$ cat src/rtl/pc_sequencer.sv
// pc_sequencer: fetch-stage controller that owns the program counter.
// Picks the next PC (trap vector > execute redirect > PC+4). Runs the
// instruction-memory req/ack handshake and hands (pc, instr) pairs to decode
// through a one-entry output register that honours stall backpressure.
// Build option: define PC_MISALIGN_TRAP_EN to turn misaligned redirects into
// traps and to expose the one-cycle `misaligned` pulse output.
module pc_sequencer #(
    parameter int unsigned     XLEN         = 32,
    parameter logic [XLEN-1:0] RESET_VECTOR = '0,
    parameter logic [XLEN-1:0] TRAP_VECTOR  = XLEN'(32'h0000_0100)
) (
    input  logic            clk,
    input  logic            reset,
    input  logic            stall,
    input  logic            redirect_valid,
    input  logic [XLEN-1:0] redirect_addr,
    input  logic            trap_valid,
    output logic            imem_req,
    output logic [XLEN-1:0] imem_addr,
    input  logic            imem_ack,
    input  logic [31:0]     imem_rdata,
    output logic            fetch_valid,
    output logic [XLEN-1:0] fetch_pc,
    output logic [31:0]     fetch_instr
`ifdef PC_MISALIGN_TRAP_EN
    ,
    output logic            misaligned
`endif
);

    // IDLE: out of reset, no request yet.
    // FETCH: normal fetching from pc.
    // FLUSH: waiting out a stale request whose data will be dropped.
    typedef enum logic [1:0] {
        ST_IDLE,
        ST_FETCH,
        ST_FLUSH
    } state_t;

    state_t          state_q, state_d;
    logic [XLEN-1:0] pc_q, pc_d;
    logic [XLEN-1:0] pending_q, pending_d;
    logic            fetch_valid_d;
    logic [XLEN-1:0] fetch_pc_d;
    logic [31:0]     fetch_instr_d;

    logic            jump;
    logic [XLEN-1:0] target;

    assign jump = trap_valid || redirect_valid;

`ifdef PC_MISALIGN_TRAP_EN
    logic mis_evt;
    logic misaligned_d;

    // A redirect to a non-word-aligned address is treated exactly like a trap.
    assign mis_evt = redirect_valid && !trap_valid && (redirect_addr[1:0] != 2'b00);
    assign target  = (trap_valid || mis_evt) ? TRAP_VECTOR : redirect_addr;
    // IDLE ignores redirects, so no pulse there either.
    assign misaligned_d = (state_q != ST_IDLE) && mis_evt;
`else
    // The low address bits are dropped, so a redirect always lands on a word.
    logic unused_addr_bits;
    assign unused_addr_bits = |redirect_addr[1:0];
    assign target = trap_valid ? TRAP_VECTOR : {redirect_addr[XLEN-1:2], 2'b00};
`endif

    // Next-state, next-PC, output-register and memory-request logic.
    always_comb begin
        // NOTE: every signal driven here gets a default first, so no path can infer a latch.
        state_d       = state_q;
        pc_d          = pc_q;
        pending_d     = pending_q;
        fetch_valid_d = fetch_valid;
        fetch_pc_d    = fetch_pc;
        fetch_instr_d = fetch_instr;
        imem_req      = 1'b0;
        imem_addr     = '0;

        case (state_q)
            ST_IDLE: begin
                state_d = ST_FETCH;
            end

            ST_FETCH: begin
                // Only request when the output register has room after this edge.
                imem_req  = !fetch_valid || !stall;
                imem_addr = pc_q;
                if (jump) begin
                    pc_d          = target;
                    fetch_valid_d = 1'b0;
                    if (imem_req && !imem_ack) begin
                        // Keep presenting the old address until the memory answers it.
                        pending_d = pc_q;
                        state_d   = ST_FLUSH;
                    end
                end else begin
                    if (fetch_valid && !stall) begin
                        fetch_valid_d = 1'b0;
                    end
                    if (imem_req && imem_ack) begin
                        fetch_valid_d = 1'b1;
                        fetch_pc_d    = pc_q;
                        fetch_instr_d = imem_rdata;
                        pc_d          = pc_q + XLEN'(4);
                    end
                end
            end

            ST_FLUSH: begin
                imem_req  = 1'b1;
                imem_addr = pending_q;
                if (jump) begin
                    pc_d          = target;
                    fetch_valid_d = 1'b0;
                end else if (fetch_valid && !stall) begin
                    fetch_valid_d = 1'b0;
                end
                // The acked data belongs to the abandoned path and is dropped.
                if (imem_ack) begin
                    state_d = ST_FETCH;
                end
            end

            default: begin
                state_d = ST_IDLE;
            end
        endcase
    end

    // State, PC and output registers; reset abandons any outstanding request.
    always_ff @(posedge clk or posedge reset) begin
        if (reset) begin
            state_q     <= ST_IDLE;
            pc_q        <= RESET_VECTOR;
            pending_q   <= '0;
            fetch_valid <= 1'b0;
            fetch_pc    <= '0;
            fetch_instr <= '0;
        end else begin
            // NOTE: sequential state uses non-blocking assignments so every register samples pre-edge values.
            state_q     <= state_d;
            pc_q        <= pc_d;
            pending_q   <= pending_d;
            fetch_valid <= fetch_valid_d;
            fetch_pc    <= fetch_pc_d;
            fetch_instr <= fetch_instr_d;
        end
    end

`ifdef PC_MISALIGN_TRAP_EN
    // One-cycle flag following a misaligned redirect.
    always_ff @(posedge clk or posedge reset) begin
        if (reset) begin
            misaligned <= 1'b0;
        end else begin
            misaligned <= misaligned_d;
        end
    end
`endif

endmodule

$ cat config.mk
export PLATFORM = sky130hd
export DESIGN_NAME = pc_sequencer
export DESIGN_NICKNAME = d
export VERILOG_FILES = /design/src/rtl/pc_sequencer.sv
export SDC_FILE = /design/constraint.sdc
export NUM_CORES = 1
export LEC_CHECK = 0
export ABC_AREA = 1
export CAP_MARGIN = 20
export CORE_UTILIZATION = 30
export DETAILED_ROUTE_END_ITERATION = 6
export HOLD_SLACK_MARGIN = 0.15
export PLACE_DENSITY = 0.64
export SYNTH_ARGS = -nofsm -noshare
export SYNTH_HDL_FRONTEND = slang
export SYNTH_SLANG_ARGS = --single-unit
$ cat constraint.sdc
create_clock -name clk -period 9.28 [get_ports clk]
set_input_delay 0.928 -clock clk [delete_from_list [all_inputs] [get_ports clk]]
set_output_delay 0.928 -clock clk [all_outputs]
set_load 0.05 [all_outputs]
### Word level (Yosys, flattened, before mapping)

Cells that the tools add are included.

| operators by class | value |
|---|---|
| mux-type cells | 16 |
| equal/unequal tests | 7 |
| reduce and logical (&&, ||, !) cells | 14 |
| add/subtract/negate cells | 1 |
| bitwise logic cells | 1 |

Operators by type and width:

| kind | count |
|---|---|
| 2-to-1 mux 32 bit | 4 |
| one-hot mux 32 bit (2 select lines) | 2 |
| adder 32 x 3 -> 32 bit, second input constant | 1 |
| AND reduction 3 bit | 4 |
| inequality test 2 bit, second input constant | 4 |
| 2-to-1 mux 2 bit | 3 |
| one-hot mux 2 bit (3 select lines) | 1 |
| 2-to-1 mux 1 bit | 4 |
| one-hot mux 1 bit (2 select lines) | 2 |
| logical AND 1 bit | 3 |
| zero test 1 bit | 3 |
| inequality test 3 bit, second input constant | 1 |
| == test 2 x 1 -> 1 bit, second input constant | 1 |
| == test 2 bit, second input constant | 1 |
| zero test 2 bit | 1 |
| logical OR 1 bit | 2 |
| nonzero test 2 bit | 1 |
| inverter 1 bit | 1 |

| storage, ports and cells | value |
|---|---|
| input port bits | 70 |
| logic and storage cells | 45 |
| output and inout port bits | 98 |
| register bits after elaboration | 131 |

### Depth between registers and ports, before layout

| logic depth | value |
|---|---|
| word-level depth | 6 |
| gate-level depth with buffers | 12 |
| depth with buffers taken out | 11 |

### Worst setup path after synthesis

Ideal clock, no wire load.

| timing | value |
|---|---|
| kind | register -> output |
| start point | reg state_q[0] |
| end point | out imem_addr[10] |
| required time | 8352 ps |
| slack | 6355 ps |
| cell stages (with the launch flop) | 7 |
| buffers on the path | 2 |
| data arrival time | 1997 ps |
| path through | dfrtp_1 inv_1 ha_1 clkbuf_1 clkbuf_1 nand2_1 a21oi_1 |

| on the way | value |
|---|---|
| cells in the longest elaborated chain, start to end | 2 |
| elaborated cells between the ends (all ways) | 3 |
| those cells by class | eq/ne: 2; mux: 1 |

Ends and longest elaborated chain:

| element | RTL line | text |
|---|---|---|
| start: declaration | 40 | `state_t state_q, state_d;` |
| start signal: assignment | 142 | `state_q <= state_d;` |
| == test 2 bit or == test 2 x 1 -> 1 bit (tied branches) | 80 | `case (state_q)` |
| one-hot mux 32 bit (2 select lines) (*) | 80 |  |
| end: declaration | 19 | `output logic [XLEN-1:0] imem_addr,` |

Mark *: on every way between the ends. The rest lies on a longest branch, timed or not.

### Worst setup path in the final report

| timing | value |
|---|---|
| start point | reg state_q[1] |
| end point | out imem_addr[22] |

The elaborated chain is that of the path after synthesis.

==> flow_summary_export.csv <==
group,metric,value,unit
synthesis,yosysWarnings,0,
grt,grt_first_pass_wirelength,29.37,mm
worst_setup_path,regToRegSetupSlack,6.50,ns
floorplanning,core_region_area,0.02049,sq mm
synthesis,synthMostInstantiatedCell,"nand2_1",
layout,insertedDiodeCount,0,
placement,dpl_cell_area,0.008119,sq mm
grt,initial_antenna_violation_count,0,
worst_setup_path,cp-start-kind,"register",
sta,hold-worst-slack,0.4821,ns
routing,drt-initial-drc-count,392,
placement,gp_congestion,0.8863,
clocking,post_cts_resized,0,
synthesis,synth-edff-count,0,
grt,grt_pass1_vias,5417,
placement,dp.cells,1171,
sta,final_period_minus_worst_setup_slack,3.888,ns
synthesis,synth_top_area_share,49.39,%
sta,final_critical_path_setup_slack,5.392,ns
grt,grt.overflow.total,0,
floorplanning,initial_core_util,30.90,%
worst_setup_path,rr_endpoint,"pc_q[20]",
placement,preCtsSetupSlack,5.489,ns
power_and_ir_drop,power.density,394.1,mW/mm^2
worst_setup_path,worst-r2r-cell-count,8,
floorplanning,num_rows,52,
sta,period_share,41.89,%
layout,layout_utilization,42.69,%
synthesis,yosys-top-cells-count,"224 x nand2_1, 125 x dfrtp_1, 92 x nor2_1, 59 x a21oi_1, 56 x o21ai_0",
worst_setup_path,critical_path_class,"reg -> out",
routing,vias_per_cell,4.761,
sta,fin_tns_setup,0,ns
layout,post-route-cell-area,0.008748,sq mm
routing,final_antenna_net_count,0,
power_and_ir_drop,ir_worst_vdd,0.1615,mV
synthesis,synthCells,773,
clocking,cts-hold-fix-buffers,0,
routing,firstDrtPassIters,5,
sta,hold_violations,0,
layout,area_growth_syn_to_layout,38.13,%
synthesis,syn-mean-instance-area,8.193,sq um
floorplanning,die_w,147.3,microns
clocking,number_of_h_tree_levels,4,
power_and_ir_drop,static-leakage-power,3.710,nW
sta,worst_clock_skew,0.008414,ns
routing,route.final.wire_length,18.44,mm
placement,port-buffer-count,161,
clocking,cts.clk_slew.worst_paths,0.05,ns
min_path,worst_hold_path.endpoint,"pending_q[17]",
clocking,master_cell_of_the_clock_root_buffer,"clkbuf_16",
placement,place.detailed.hpwl,13.36,mm
grt,largest_net_degree_at_the_start_of_global_routing,75,
clocking,post_cts_buffers,0,
power_and_ir_drop,report.power.total,3.448,mW
clocking,number_of_cts_inserted_buffers,17,
worst_setup_path,critical_register_to_register_path_startpoint,"state_q[0]",
floorplanning,dieArea,0.02170,sq mm
layout,fin_cells,1203,
synthesis,ys_top_cells_by_area,"dfrtp_1 49%, nand2_1 13%, mux2_2 6.0%, nor2_1 5.5%, a21oi_1 4.7%",
sta,worst-slew-pin-transition,1.020,ns
layout,number_of_nets_in_the_layout,995,
worst_setup_path,critical_path.max_fanout,31,
sta,maxSlewViolCount,0,
clocking,buffers_from_clock_root_to_sink_at_most,2,
worst_setup_path,worst-endpoint-arrival,2.96,ns
min_path,timing.hold.worst_path_depth,2,
floorplanning,die-height,147.3,microns
clocking,cts.sinks,125,
clocking,tritoncts,"done",
min_path,holdCritStartpoint,"pending_q[17]",
sta,rsz0062_at_grt,"false",
sta,achievable-frequency,257.2,MHz
synthesis,synth_area,0.006334,sq mm
routing,route.detailed.drc,0,
sta,setup_violations,0,
job,timing.max_cap.violations,0,
synthesis,synth_async_sr_flop_share,100.0,%
sta,relSlewSlack,31.95,%
routing,route.detailed.wl_per_inst,15.33,microns
synthesis,synth_seq_cells,125,
layout,drive_above_1_share,8.789,%
grt,globalRouteTotalUtil,17.49,%
clocking,clock_insertion_delay_worst_skew,0.42,ns
synthesis,synthDistinctLibCells,37,
synthesis,synth.yosys.seq_area_share,49.39,%
status,outcome,"complete, no violations",
synthesis,postSynth.topFlopCell,"dfrtp_1",
routing,dr_total_vias,5727,
synthesis,yosys.area.top_type,"dfrtp_1",
floorplanning,io-pin-count,168,
worst_setup_path,cp-end-kind,"output pin",
min_path,worst_hold_path_type,"reg -> reg",
worst_setup_path,critical_path_required,8.35,ns
-- routing by layer --
layer	vias to the layer above	track usage, %	wire length, microns
li1	2806	-	-
met1	2697	24.46	8820
met2	210	26.42	8213
met3	14	4.255	1183
met4	0	5.670	224
met5	-	0	0
-- cell usage in the layout (no fill, tap or decap), types with 4 or more instances in the layout --
cell type and count:
nand2_1 224, clkdlybuf4s50_1 161, dfrtp_1 125, nor2_1 92, a21oi_1 59, o21ai_0 56
inv_1 44, mux2_2 34, nand3_1 31, clkbuf_16 17, o22ai_1 12, xor2_1 9
mux2_1 8, o21ai_1 6, buf_4 6, ha_1 5, clkbuf_8 5, conb_1 4
clkinvlp_4 4
-- sequential cells by signal, summed over array words and instances, names as in the netlist --
| register | flops |
|---|---|
| fetch_instr | 32 |
| pending_q | 30 |
| pc_q | 30 |
| state_q | 2 |
| fetch_valid | 1 |
| fetch_pc | 30 |
-- report_power, final --
group / leakage (nW) / total (mW) / internal, mW / switching (mW)
combinational: 1.84 / 1.75 / 0.568 / 1.18
sequential: 1.57 / 0.998 / 0.797 / 0.201
clock: 0.300 / 0.704 / 0.457 / 0.248
total: 3.71 / 3.45 / 1.82 / 1.63
-- area by class of cell --
cell class	instances	area, sq um
Clock buffer	22	494.2
Inverter	48	182.7
Sequential cell	125	3128
Multi-Input combinational cell	561	2814
Fill cell	2103	11750
Tap cell	270	337.8
Clock inverter	10	135.1
Timing Repair Buffer	167	1657
-- cell families (layout without fill, tap and decap cells) --
kind of cell               after synthesis  count (layout)  share of synthesized area (%)
and+or+nand+nor                        360             360                          22.78
AOI/OAI and AO/OA                      140             140                          11.58
DFF                                    125             125                          49.39
buffers and inverters                   90             247                          6.361
muxes                                   42              42                          7.468
xor gates and xnor gates                10              10                          1.383
adders and majority gates                5               5                         0.9878
other                                    1               4                        0.05921
-- critical path, stage by stage, from the launching register on --
cell and delay, ns:
dfrtp_1 0.38, inv_1 0.09, ha_1 0.36, inv_1 0.44, a21oi_1 0.34, clkdlybuf4s50_1 0.90
-- worst max-delay path by stage --
| stage | slack (ns) | to | depth (start not counted) | startpoint |
|---|---|---|---|---|
| floorplan | 5.02 | fetch_instr[0] | 1 | reset |
| global placement | 5.53 | pc_q[26] | 11 | redirect_valid |
| detailed placement | 5.49 | pc_q[26] | 11 | redirect_valid |
| CTS | 5.33 | imem_addr[22] | 5 | state_q[1] |
| global route | 5.22 | imem_addr[8] | 5 | state_q[1] |
| finish | 5.39 | imem_addr[22] | 5 | state_q[1] |
Note: power is estimated with default switching activity, not from simulation.
